## config.mk

```make
export PLATFORM = sky130hd
export DESIGN_NAME = hazard_ctrl
export DESIGN_NICKNAME = d
export VERILOG_FILES = /design/src/rtl/hazard_ctrl_pkg.sv /design/src/rtl/hazard_scoreboard.sv /design/src/rtl/hazard_ctrl.sv
export SDC_FILE = /design/constraint.sdc
export NUM_CORES = 1
export LEC_CHECK = 0
export ABC_AREA = 0
export CORE_ASPECT_RATIO = 1.2
export CORE_MARGIN = 4
export CORE_UTILIZATION = 58
export CTS_CLUSTER_DIAMETER = 40
export DETAILED_ROUTE_END_ITERATION = 6
export DONT_BUFFER_PORTS = 1
export GPL_TIMING_DRIVEN = 1
export PLACE_DENSITY = 0.86
export SETUP_SLACK_MARGIN = 0.3
export SLEW_MARGIN = 20
export SYNTH_ARGS = -nofsm -noshare
export SYNTH_HDL_FRONTEND = slang
export SYNTH_HIERARCHICAL = 1
export SYNTH_SLANG_ARGS = --single-unit
```

## constraint.sdc

```tcl
create_clock -name clk -period 3.25 [get_ports clk]
set_input_delay 0.325 -clock clk [delete_from_list [all_inputs] [get_ports clk]]
set_output_delay 0.325 -clock clk [all_outputs]
set_load 0.03 [all_outputs]
```

## src/rtl/hazard_ctrl_pkg.sv

```systemverilog
// Shared constants and stage bundles for the DE->AGEX hazard controller.
package hazard_ctrl_pkg;

  localparam int NUM_REGS  = 32;
  localparam int REGNOBITS = 5;
  localparam int CNT_BITS  = 2;   // up to 3 in-flight writes: AGEX, MEM, WB latches
  localparam int DBITS     = 32;

  localparam int HZ_CNT_BITS = CNT_BITS;

  // DE-side view: {valid, use_rs1, use_rs2, wr_reg, rs1, rs2, wregno}
  typedef struct packed {
    logic                 valid;
    logic                 use_rs1;
    logic                 use_rs2;
    logic                 wr_reg;
    logic [REGNOBITS-1:0] rs1;
    logic [REGNOBITS-1:0] rs2;
    logic [REGNOBITS-1:0] wregno;
  } from_de_t;

  // WB-side view: {valid, wr_reg, wregno}
  typedef struct packed {
    logic                 valid;
    logic                 wr_reg;
    logic [REGNOBITS-1:0] wregno;
  } from_wb_t;

  localparam int FROM_DE_BITS = $bits(from_de_t);
  localparam int FROM_WB_BITS = $bits(from_wb_t);

endpackage

```

## src/rtl/hazard_scoreboard.sv

```systemverilog
// Per-register in-flight write counters between DE issue and WB retire.
// x0 is never tracked. A retire against an empty counter sets a sticky error.
module hazard_scoreboard
  import hazard_ctrl_pkg::*;
(
  input  logic                 clk,
  input  logic                 reset,
  input  logic                 inc_i,
  input  logic [REGNOBITS-1:0] inc_regno_i,
  input  logic                 dec_i,
  input  logic [REGNOBITS-1:0] dec_regno_i,
  output logic [NUM_REGS-1:0]  busy_o,
  output logic [NUM_REGS-1:0]  full_o,
  output logic                 sb_err_o
);

  localparam logic [CNT_BITS-1:0] CNT_MAX = '1;

  logic [CNT_BITS-1:0] cnt_q [NUM_REGS];
  logic [CNT_BITS-1:0] cnt_d [NUM_REGS];
  logic                err_q;
  logic                err_d;
  logic [NUM_REGS-1:0] inc_sel_s;
  logic [NUM_REGS-1:0] dec_sel_s;

  // Decode issue/retire requests into one-hot register selects, excluding x0.
  always_comb begin
    inc_sel_s = '0;
    dec_sel_s = '0;
    if (inc_i && (inc_regno_i != '0)) begin
      inc_sel_s[inc_regno_i] = 1'b1;
    end else begin
      inc_sel_s = '0;
    end
    if (dec_i && (dec_regno_i != '0)) begin
      dec_sel_s[dec_regno_i] = 1'b1;
    end else begin
      dec_sel_s = '0;
    end
  end

  // Next counter values: simultaneous inc/dec cancel, no wrap in either direction.
  always_comb begin
    for (int r = 0; r < NUM_REGS; r++) begin
      cnt_d[r] = cnt_q[r];
      case ({inc_sel_s[r], dec_sel_s[r]})
        2'b10: begin
          if (cnt_q[r] != CNT_MAX) cnt_d[r] = cnt_q[r] + CNT_BITS'(1);
          else                     cnt_d[r] = cnt_q[r];
        end
        2'b01: begin
          if (cnt_q[r] != '0) cnt_d[r] = cnt_q[r] - CNT_BITS'(1);
          else                cnt_d[r] = cnt_q[r];
        end
        default: cnt_d[r] = cnt_q[r];
      endcase
    end
    err_d = err_q | (|(dec_sel_s & ~busy_o));
  end

  // Status bits seen by the issue logic.
  always_comb begin
    for (int r = 0; r < NUM_REGS; r++) begin
      busy_o[r] = (cnt_q[r] != '0);
      full_o[r] = (cnt_q[r] == CNT_MAX);
    end
  end

  // Counter and sticky-error state; reset discards all in-flight tracking.
  always_ff @(posedge clk) begin
    if (reset) begin
      for (int r = 0; r < NUM_REGS; r++) cnt_q[r] <= '0;
      err_q <= 1'b0;
    end else begin
      cnt_q <= cnt_d;
      err_q <= err_d;
    end
  end

  assign sb_err_o = err_q;

endmodule

```

## src/rtl/hazard_ctrl.sv

```systemverilog
// DE->AGEX issue controller: RAW/overflow stall, mispredict flush, perf counters.
module hazard_ctrl
  import hazard_ctrl_pkg::*;
(
  input  logic                 clk,
  input  logic                 reset,
  input  logic                 de_valid,
  input  logic [REGNOBITS-1:0] de_rs1,
  input  logic [REGNOBITS-1:0] de_rs2,
  input  logic                 de_use_rs1,
  input  logic                 de_use_rs2,
  input  logic                 de_wr_reg,
  input  logic [REGNOBITS-1:0] de_wregno,
  input  logic                 agex_br_mispred,
  input  logic                 wb_valid,
  input  logic                 wb_wr_reg,
  input  logic [REGNOBITS-1:0] wb_wregno,
  output logic                 stall_de,
  output logic                 flush_de,
  output logic                 de_issue,
  output logic [DBITS-1:0]     stall_cnt,
  output logic [DBITS-1:0]     flush_cnt,
  output logic                 sb_err
);

  from_de_t            de_s;
  from_wb_t            wb_s;
  logic [NUM_REGS-1:0] busy_s;
  logic [NUM_REGS-1:0] full_s;
  logic                hz_rs1_s;
  logic                hz_rs2_s;
  logic                hz_ovf_s;
  logic                stall_s;
  logic                flush_s;
  logic                issue_s;
  logic [DBITS-1:0]    stall_cnt_q;
  logic [DBITS-1:0]    stall_cnt_d;
  logic [DBITS-1:0]    flush_cnt_q;
  logic [DBITS-1:0]    flush_cnt_d;

  assign de_s = '{valid: de_valid, use_rs1: de_use_rs1, use_rs2: de_use_rs2,
                  wr_reg: de_wr_reg, rs1: de_rs1, rs2: de_rs2, wregno: de_wregno};
  assign wb_s = '{valid: wb_valid, wr_reg: wb_wr_reg, wregno: wb_wregno};

  hazard_scoreboard u_sb (
    .clk         (clk),
    .reset       (reset),
    .inc_i       (issue_s & de_s.wr_reg),
    .inc_regno_i (de_s.wregno),
    .dec_i       (wb_s.valid & wb_s.wr_reg),
    .dec_regno_i (wb_s.wregno),
    .busy_o      (busy_s),
    .full_o      (full_s),
    .sb_err_o    (sb_err)
  );

  // Issue decision; a retiring register still stalls its reader (no WB bypass).
  always_comb begin
    hz_rs1_s = de_s.use_rs1 && (de_s.rs1 != '0) && busy_s[de_s.rs1];
    hz_rs2_s = de_s.use_rs2 && (de_s.rs2 != '0) && busy_s[de_s.rs2];
    hz_ovf_s = de_s.wr_reg && (de_s.wregno != '0) && full_s[de_s.wregno];
    if (reset) begin
      flush_s = 1'b0;
      stall_s = 1'b0;
      issue_s = 1'b0;
    end else begin
      flush_s = agex_br_mispred;
      stall_s = de_s.valid && !flush_s && (hz_rs1_s || hz_rs2_s || hz_ovf_s);
      issue_s = de_s.valid && !stall_s && !flush_s;
    end
  end

  // Next performance-counter values, wrapping naturally.
  always_comb begin
    stall_cnt_d = stall_cnt_q + (stall_s ? DBITS'(1) : DBITS'(0));
    flush_cnt_d = flush_cnt_q + (flush_s ? DBITS'(1) : DBITS'(0));
  end

  // Performance-counter registers.
  always_ff @(posedge clk) begin
    if (reset) begin
      stall_cnt_q <= '0;
      flush_cnt_q <= '0;
    end else begin
      stall_cnt_q <= stall_cnt_d;
      flush_cnt_q <= flush_cnt_d;
    end
  end

  assign stall_de  = stall_s;
  assign flush_de  = flush_s;
  assign de_issue  = issue_s;
  assign stall_cnt = stall_cnt_q;
  assign flush_cnt = flush_cnt_q;

endmodule

```

==> results of run 1 <==
## worst max-delay path, delay by kind of cell, from the launching register on
kind,cells,cell delay (ns)
AND/OR/NAND/NOR,6,1.10
flip-flops,1,0.38
multiplexers,3,0.73
XOR/XNOR,1,0.24
adder cells (fa/ha/maj),2,0.32
AO/OA/AOI/OAI,2,0.30
## report_power, final
part	total, mW	internal [mW]	leakage, nW	switching (mW)
Combinational	0.150	0.0706	2.27	0.0795
Clock	2.00	1.25	0.295	0.757
Sequential	1.59	1.58	1.06	0.0115
## worst paths after layout
kind	slack [ns]	endpoint	cells past startpoint	from
max reg2reg	0.05	stall_cnt[24]	14	u_sb/cnt_q[55]
min	-0.04	stall_cnt[31]	1	reset
min reg2reg	0.49	u_sb/cnt_q[35]	2	u_sb/cnt_q[35]
max	0.05	stall_cnt[24]	14	u_sb/cnt_q[55]
## stage by stage
step / hold slack (ns) / std cells
after global placement: 0.405 / 1100
final: -0.0361 / 1200
after detailed placement: 0.409 / 1100
after floorplan: 0.429 / 970
after global routing: -0.0408 / 1200
after CTS: -0.0394 / 1178
## routing by layer
layer  wire length (µm)  share of wire
met5                  0              0
met2              12300           0.47
met1               8900           0.34
met3               2720           0.10
met4               2030          0.078
## timing repair
action	CTS	global route
resized for setup	58	109
setup buffers	17	23
setup endpoints to repair	60	85
cloned	1	0
hold endpoints to repair	129	101
pin swaps	14	70
## flip-flops by register name, indices dropped and copies added, names as in the netlist
name	flops
stall_cnt	32
flush_cnt	32
u_sb/cnt_q	64
u_sb/sb_err_o	1
## layout make-up
cell class              count  area [µm²]  area share
multi-input cells         776        5660       0.571
flip-flops and latches    129        2650       0.267
well taps                 168         210      0.0212
clock buffers              19         453      0.0456
repair buffers             78         724      0.0730
inverters                  18        67.6     0.00681
clock inverters            12         159      0.0160
==> reports/metrics.csv, run 1 <==
stage,metric,value,unit
layout,most frequent cells in the layout,"nor2_1, dfxtp_1, nand2_1",
global_routing,GRT Total Usage,0.301,
layout,NumNets Final,1053,
global_routing,initial antenna violation count,0,
sta,Max transition margin,0.200,
clocking,hold buffer count at cts,29,
clocking,CTS max path bufs,2,
global_routing,first-pass GRT wire length,37300,µm
clocking,CTS tree,built,
placement,Post-DP Area,8160,µm²
placement,Post-DP HPWL,14900,µm
critical_path,crit path max fanout,8,
sta,final setup vio count,0,
floorplanning,Initial Utilization,0.598,
yosys,Mapped Cells,970,
clocking,Skew-Pair Late Insertion Delay,0.43,ns
floorplanning,I/O pins,97,
sta,RSZ-0062 raised after global routing,yes,
global_routing,pin count of the biggest net entering global routing,133,
global_routing,global route overflow,0,
pwr,pwr/cell area,377,nW/µm²
critical_path,worst path cell trace,and2_4 > mux2i_1 > mux4_2 > mux2i_1 > o2111ai_2 > o211ai_2 > and2_4 > ha_4 > ha_4 > and3_4 > and3_4 > nand4_1 > xor2_1 > nor2_1,
clocking,clock-pin slew on the worst setup and hold paths,0.06,ns
global_routing,met1 Use GR,0.328,
layout,Post-Route Utilization,0.743,
routing,DRT antenna net count,0,
critical_path,Critical-path top delay cell,mux4_2,
clocking,CTS buffer count,17,
flow_run,Max Cap Viol,0,
layout,post-route cell area,9920,µm²
routing,Vias/cell,6.79,
critical_path,CP Launch Type,register,
sta,crit share post-route,0.985,
critical_path,Critical Path RT,3.57,ns
routing,vias,8149,
floorplanning,Die Ht,137,µm
pwr,LEAKAGE,3.62,nW
floorplanning,FP Rows,46,
sta,Worst Tran Pin Value,1.20,ns
status,violated checks,negative hold slack,
critical_path,Setup Crit Path Kind,reg -> reg,
critical_path,max incr delay on CP,0.48,ns
sta,Clock Skew,0.0123,ns
global_routing,routing usage on met3,0.0858,
yosys,Post-Syn Area,7990,µm²
clocking,depth of the CTS H-tree,4,
routing,WL/cell,21.6,µm
global_routing,met2 Use GR,0.508,
global_routing,vias in the first global route,7514,
sta,final hold slack,-0.0361,ns
layout,Fill cells,839,
floorplanning,die area,15700,µm²
critical_path,"Arr. time, crit path",3.52,ns
yosys,Post-Syn Nets,1003,
sta,post-layout min period,3.20,ns
pwr,worst vdd ir,465,µV
layout,Antenna diodes,0,
critical_path,CP endpoint kind,register,
floorplanning,Die W,115,µm
floorplanning,Core Region,13400,µm²
yosys,"Avg Cell Area, Syn",8.24,µm²
clocking,CTS sink cnt,129,
sta,Highest Clock Rate,312,MHz
layout,"commonest non-fill, non-tap cell in the layout",nor2_1,
sta,final hold vios,24,
routing,DRT iter0 DRCs,1102,
sta,Setup TNS Final,0,ns
yosys,synth warn,6,
routing,Post-Route WL,25900,µm
pwr,Power Total,3.74,mW
placement,buffers added on ports,0,
routing,Pre-Repair DR Iteration Count,7,
layout,share of cells above drive strength 1,0.258,
min_path,Hold Crit Class,in -> reg,
global_routing,GRT Max-Usage Layer,met2,
placement,routability cong.,0.922,
layout,P&R area growth vs syn,24.2,%
placement,pre-CTS setup slack,0.0497,ns
clocking,CTS Root Cell,clkbuf_16,
sta,Max Slew Vio Count,0,
status,status,"finished, violations left",
sta,fin worst setup slack,0.0493,ns
routing,# DRC,0,
Note: power is estimated with default switching activity, not from simulation.
==> run 2: changes to the inputs <==
- CORE_UTILIZATION: 58 -> 46
- PLACE_DENSITY: 0.86 -> 0.73
==> reports/metrics.csv, run 2 (same netlist as run 1, synthesis figures left out) <==
stage,metric,value,unit,change
status,status,"finished, violations left",,
status,violated checks,negative hold slack,,
critical_path,worst reg2reg path endpoint,u_sb/cnt_q[28],,
routing,Pre-Repair DR Iteration Count,5,,-2
layout,post-route cell area,9620,µm²,-3.0%
routing,DRT iter0 DRCs,657,,-40%
critical_path,R2R setup slack,0.22,ns,+0.17 ns
critical_path,worst flop-to-flop path startpoint,u_sb/cnt_q[48],,
pwr,worst vdd ir,332,µV,-29%
placement,routability cong.,0.991,,+7.4%
layout,"commonest non-fill, non-tap cell in the layout",nor2_1,,
sta,crit share post-route,0.939,,-0.0461
routing,WL/cell,18.3,µm,-15%
critical_path,CP bufs+invs,3,,+3
placement,Post-DP HPWL,15300,µm,+2.8%
global_routing,global route overflow,0,,unchanged
floorplanning,I/O pins,97,,unchanged
pwr,clock power share,0.511,,-0.024
critical_path,critical path startpoint,u_sb/cnt_q[48],,
critical_path,CP top delay family,compound AO/OA/AOI/OAI gates,,
sta,Clock Skew,0.0102,ns,-0.00205 ns
critical_path,crit path max fanout,5,,-3
flow_run,Max Cap Viol,0,,unchanged
min_path,Hold Path Origin,reset,,
min_path,Hold Crit Class,in -> reg,,
global_routing,GRT Total Usage,0.222,,-0.0782
pwr,pwr/cell area,370,nW/µm²,-2.0%
layout,final non-filler cell total,1234,,+2.8%
clocking,hold buffer count at cts,31,,+6.9%
min_path,hold path depth,1,,unchanged
pwr,Net Sw Power,816,µW,-3.7%
pwr,sequential power share,0.448,,+0.023
clocking,CTS tree,built,,
layout,Fill cells,1503,,+79%
clocking,CTS buffer count,17,,unchanged
min_path,Worst Hold Path EP,stall_cnt[31],,
floorplanning,die area,19600,µm²,+24%
layout,number of flip-flops in the largest register,64,,unchanged
critical_path,"Arr. time, crit path",2.73,ns,-0.79 ns
sta,final hold slack,-0.00524,ns,+0.0309 ns
layout,Antenna diodes,0,,unchanged
routing,Vias/cell,6.07,,-11%
global_routing,vias in the first global route,6991,,-7.0%
pwr,LEAKAGE,3.44,nW,-5.2%
layout,most flop-heavy register,u_sb/cnt_q,,
layout,share of cells above drive strength 1,0.225,,-0.0328
global_routing,first-pass GRT wire length,35400,µm,-5.2%
floorplanning,FP Rows,52,,+13%
clocking,Skew-Pair Late Insertion Delay,0.42,ns,about the same
critical_path,max incr delay on CP,0.49,ns,about the same
critical_path,Critical-path top delay cell,mux4_2,,
sta,Max transition margin,0.348,,+0.148
global_routing,pin count of the biggest net entering global routing,133,,unchanged
critical_path,Critical Path RT,2.92,ns,-0.65 ns
placement,buffers added on ports,0,,unchanged
clocking,CTS max path bufs,2,,unchanged
layout,FF/Latch Area,2630,µm²,-0.61%
pwr,combinational share of power,0.040,,about the same
clocking,clock-pin slew on the worst setup and hold paths,0.06,ns,about the same
sta,RSZ-0062 raised after global routing,yes,,
layout,NumNets Final,1039,,-1.3%
routing,DRT antenna net count,0,,unchanged
critical_path,most frequent CP cell,buf_4,,
sta,final hold vios,1,,-96%
critical_path,Setup Crit Path Kind,reg -> out,,
critical_path,Register-to-Register Path Depth,13,,-1
sta,Max Slew Vio Count,0,,unchanged
clocking,CTS sink cnt,129,,unchanged
global_routing,initial antenna violation count,0,,unchanged
floorplanning,Die Ht,152,µm,+12%
layout,most frequent cells in the layout,"nor2_1, dfxtp_1, nand2_1",,
floorplanning,Initial Utilization,0.471,,-0.128
critical_path,worst path cell trace,or2_4 > mux4_2 > a22o_1 > o21ai_2 > o211ai_2 > buf_4 > buf_4 > nor4b_4 > buf_4,,
routing,Post-Route WL,22600,µm,-13%
critical_path,CP Launch Type,register,,
sta,Setup TNS Final,0,ns,unchanged
sta,Worst Tran Pin Value,0.976,ns,-0.222 ns
layout,P&R area growth vs syn,20.4,%,
floorplanning,Die W,128,µm,+11%
placement,DP Cell Count,1151,,+4.6%
layout,area taken by multi-input logic gates,5500,µm²,-2.8%
sta,Highest Clock Rate,328,MHz,+4.9%
routing,vias,7495,,-8.0%
sta,post-layout min period,3.05,ns,-0.150 ns
critical_path,CP endpoint kind,output port,,
clocking,CTS Root Cell,clkbuf_16,,
routing,# DRC,0,,unchanged
clocking,depth of the CTS H-tree,4,,unchanged
pwr,Power Total,3.56,mW,-4.9%
sta,final setup vio count,0,,unchanged
pwr,Int Pwr,2.74,mW,-5.3%
floorplanning,Core Region,17000,µm²,+27%
pwr,switch share,0.229,,+0.00294
placement,Post-DP Area,8250,µm²,+1.0%
## run 2: changes by cell type in the layout (fill, tap and decap cells not counted), sizes merged
cell and change:
and3 -1, buf -16, bufinv -2, clkinv +1, dlygate4sd3 +3, inv +1
## run 2: cell type report
type,count,share of cell area
Tap cell,216,0.0281
Multi-Input combinational cell,775,0.572
Sequential cell,129,0.273
Clock buffer,19,0.0471
Inverter,18,0.00702
Clock inverter,12,0.0113
Timing Repair Buffer,65,0.0613
## run 2: per-layer routing
metal	track usage	share of wire	up-vias
met5	0	0	-
met1	0.267	0.39	3522
li1	-	-	3549
met2	0.351	0.47	345
met4	0.113	0.048	0
met3	0.0750	0.095	79
## run 2: power by group through the flow
stage	clock, mW	combinational (mW)	sequential [mW]
6_report	1.82	0.144	1.59
5_1_grt	1.93	0.153	1.59
2_1_floorplan	0	0.145	1.63
3_3_place_gp	0	0.120	1.63
4_1_cts	1.85	0.128	1.60
3_5_place_dp	0	0.119	1.63
## run 2: worst reg2reg max path, cell delays in order (launching register included)
cell and delay [ns]:
dfxtp_4 0.36, or2_4 0.24, mux4_2 0.49, a22o_1 0.26, o21ai_2 0.14, o211ai_2 0.14
nor2_2 0.16, buf_6 0.16, nand3b_1 0.16, buf_6 0.18, a211oi_2 0.25, nor2b_1 0.18
o22ai_1 0.09, nor2b_1 0.13
## run 2: how the worst max path moves through the flow
| stage | to | slack, ns | cells after the start |
|---|---|---|---|
| CTS | u_sb/cnt_q[44] | 0.26 | 12 |
| detailed placement | u_sb/cnt_q[24] | 0.19 | 13 |
| finish | de_issue | 0.20 | 9 |
| global route | u_sb/cnt_q[4] | 0.03 | 15 |
| global placement | u_sb/cnt_q[22] | 0.22 | 12 |
| floorplan | stall_cnt[18] | 0.26 | 14 |
## run 2: repair_timing
action / in CTS / in global routing
cloned: 0 / 0
endpoints found under the hold margin: 129 / 97
setup buffers: 13 / 8
pin swaps: 13 / 44
gates resized for setup: 29 / 86
setup endpoints to repair: 50 / 86
## run 2: per-stage QoR
stage / hold WS, ns / util / worst slack, ns
after floorplan: 0.429 / - / 0.264
after global placement: 0.410 / 0.486 / 0.224
after detailed placement: 0.411 / 0.486 / 0.190
after CTS: -0.0378 / 0.547 / 0.261
after global routing: -0.0502 / 0.567 / 0.0338
final: -0.00524 / 0.567 / 0.199
==> run 3: changes to the inputs <==
- PLACE_DENSITY: 0.73 -> 0.71
- SYNTH_HIERARCHICAL: 1 -> default
- clock period: 3.25 -> 3.6 ns (I/O delays scaled with it)
==> reports/metrics.csv, run 3 <==
stage,metric,value,unit,change
sta,final hold vios,0,,-1
yosys,post-synthesis sequential area ratio,0.310,,
min_path,Hold Crit Class,in -> reg,,
routing,DRT antenna net count,0,,unchanged
floorplanning,Initial Utilization,0.473,,+0.00238
sta,RSZ-0062 raised after global routing,yes,,
pwr,Power Total,3.46,mW,-2.7%
placement,Post-DP HPWL,19100,µm,+25%
layout,Post-Route Utilization,0.602,,+0.0355
yosys,"Distinct cells, synth",81,,
routing,# DRC,0,,unchanged
floorplanning,Die Ht,156,µm,+2.1%
sta,final hold slack,0.00604,ns,+0.0113 ns
critical_path,Setup Crit Path Kind,reg -> reg,,
pwr,LEAKAGE,3.55,nW,+3.3%
sta,post-layout min period,3.84,ns,
routing,Post-Route WL,28200,µm,+25%
routing,WL/cell,19.7,µm,+7.9%
clocking,CTS sink cnt,129,,unchanged
yosys,Post-synth ARST share,0,,
critical_path,CP Launch Type,register,,
critical_path,"Arr. time, crit path",4.15,ns,+1.42 ns
yosys,"area leader, netlist",dfxtp_1,,
placement,buffers added on ports,0,,unchanged
global_routing,initial antenna violation count,0,,unchanged
sta,Setup TNS Final,-0.831,ns,-0.831 ns
layout,NumNets Final,1227,,+18%
placement,routability cong.,1.03,,+4.2%
clocking,CTS tree,built,,
layout,Fill cells,1554,,+3.4%
yosys,ys flop type,dfxtp_1,,
global_routing,first-pass GRT wire length,42800,µm,+21%
sta,Highest Clock Rate,260,MHz,
routing,Vias/cell,6.35,,+4.5%
floorplanning,FP Rows,53,,+1.9%
routing,vias,9064,,+21%
global_routing,vias in the first global route,8353,,+19%
yosys,Post-synth top cells,"nor2_1, dfxtp_1, nand2_1",,
sta,crit share post-route,1.07,,
floorplanning,I/O pins,97,,unchanged
sta,Max Slew Vio Count,0,,unchanged
routing,Pre-Repair DR Iteration Count,5,,unchanged
layout,most frequent cells in the layout,"nor2_1, buf_4, dfxtp_1",,
layout,most flop-heavy register,u_sb.cnt_q,,
sta,final setup vio count,5,,+5
pwr,Int Pwr,2.58,mW,-5.9%
critical_path,crit path max fanout,5,,unchanged
global_routing,global route overflow,0,,unchanged
sta,Max transition margin,0.421,,+0.0734
pwr,switch share,0.255,,+0.0255
clocking,CTS max path bufs,2,,unchanged
status,status,"finished, violations left",,
yosys,"top cells by area, synth","dfxtp_1, nor2_1, nand2_1",,
yosys,Mapped Cells,1085,,+12%
pwr,sequential power share,0.416,,-0.032
global_routing,GRT Total Usage,0.264,,+0.0415
floorplanning,die area,20400,µm²,+4.1%
pwr,worst vdd ir,333,µV,+0.24%
yosys,synth warn,0,,-6
clocking,Skew-Pair Late Insertion Delay,0.42,ns,about the same
pwr,combinational share of power,0.077,,+0.037
clocking,clock-pin slew on the worst setup and hold paths,0.06,ns,about the same
clocking,depth of the CTS H-tree,4,,unchanged
layout,share of cells above drive strength 1,0.246,,+0.0211
yosys,Post-synth EDFFs,0,,
pwr,Net Sw Power,882,µW,+8.1%
layout,P&R area growth vs syn,27.3,%,
floorplanning,Die W,131,µm,+2.0%
floorplanning,Core Region,17600,µm²,+3.9%
status,violated checks,negative setup slack,,
yosys,Yosys reg bits,129,,
yosys,Yosys top cell area share,0.310,,
pwr,pwr/cell area,326,nW/µm²,-12%
yosys,Post-Syn Area,8340,µm²,+4.4%
layout,final non-filler cell total,1428,,+16%
clocking,CTS Root Cell,clkbuf_16,,
clocking,CTS buffer count,17,,unchanged
pwr,clock power share,0.508,,-0.003
yosys,"Avg Cell Area, Syn",7.69,µm²,-6.7%
yosys,top-count cell post-synth,nor2_1,,
sta,fin worst setup slack,-0.239,ns,-0.438 ns
global_routing,pin count of the biggest net entering global routing,142,,+6.8%
yosys,Post-Syn Nets,1118,,+11%
placement,DP Cell Count,1363,,+18%
critical_path,CP endpoint kind,register,,
layout,area taken by multi-input logic gates,5700,µm²,+3.5%
layout,FF/Latch Area,2620,µm²,-0.43%
routing,DRT iter0 DRCs,869,,+32%
flow_run,Max Cap Viol,0,,unchanged
sta,Worst Tran Pin Value,0.868,ns,-0.108 ns
critical_path,Critical Path RT,3.91,ns,+0.99 ns
layout,number of flip-flops in the largest register,64,,unchanged
sta,Clock Skew,0.0122,ns,+0.00191 ns
-- run 3: changes by cell type in the layout (fill, tap and decap cells not counted), sizes merged, moves of 17 or more --
cell	previous run	this run
and2	35	6
buf	34	139
dlygate4sd3	31	12
inv	20	39
mux2i	32	4
nor2	112	138
nor3	11	40
o211ai	32	4
o21ai	41	63
o41ai	0	27
or2	49	10
or3	5	40
xor2	44	27
-- run 3: worst max-delay path: stages, from the launching register on --
cell and delay, ns:
dfxtp_4 0.37, nor2_2 0.05, mux4_2 0.48, a2111oi_4 0.31
a21o_1 0.13, a2111o_2 0.19, nor2_4 0.06, nor2_4 0.11
ha_4 0.15, ha_4 0.12, nand3_2 0.06, or4_4 0.43
or3_4 0.34, or3_4 0.36, or3_4 0.35, xnor2_2 0.16
nor2_1 0.05
-- run 3: cell families after synthesis --
kind of cell / share of synthesized area
simple gates: 0.326
compound gates: 0.218
flops: 0.310
buf+inv: 0.0513
xor+xnor: 0.0451
mux: 0.0439
fa+ha+maj: 0.00600
-- run 3: final timing paths --
path / to / cells after the start / slack, ns / startpoint
hold / removal: stall_cnt[26] / 1 / 0.006 / reset
hold reg to reg: u_sb.cnt_q[62] / 1 / 0.47 / u_sb.cnt_q[62]
setup reg to reg: stall_cnt[28] / 16 / -0.24 / u_sb.cnt_q[21]
setup / recovery: stall_cnt[28] / 16 / -0.24 / u_sb.cnt_q[21]
-- run 3: per-layer routing --
metal,vias to the layer above,GRT usage,routed length [µm]
li1,4262,-,-
met1,4230,0.324,10900
met2,465,0.439,13400
met3,107,0.0543,2680
met4,0,0.123,1270
met5,-,0,0
-- run 3: what timing repair did --
item                                    4_1_cts  5_1_grt
endpoints found under the setup margin       49       48
gates resized for setup                      38       59
pin swaps                                     8       25
hold buffers                                  1       11
endpoints found under the hold margin         7       24
buffers inserted                             10        8
cloned                                        0        2
-- run 3: area by class of cell --
cell class | count | share of cell area
multi-input combinational | 856 | 0.536
sequential | 129 | 0.247
clock buffer | 19 | 0.0417
antenna | 1 | 0.000236
clock inverter | 13 | 0.0143
inverter | 37 | 0.0138
tap | 220 | 0.0259
timing repair buffer | 153 | 0.121
-- run 3: power groups by stage --
stage | registers, mW | clock network [mW] | logic, mW
global route | 1.44 | 1.86 | 0.277
floorplan | 1.47 | 0 | 0.201
detailed placement | 1.47 | 0 | 0.209
CTS | 1.44 | 1.78 | 0.217
global placement | 1.47 | 0 | 0.209
finish | 1.44 | 1.76 | 0.265
-- run 3: through the flow --
stage | worst slack (ns) | area, µm²
after floorplan | -0.838 | 8480
after global placement | -0.216 | 9330
after detailed placement | -0.256 | 9330
after CTS | -0.178 | 10200
after global routing | -0.333 | 10600
final | -0.239 | 10600
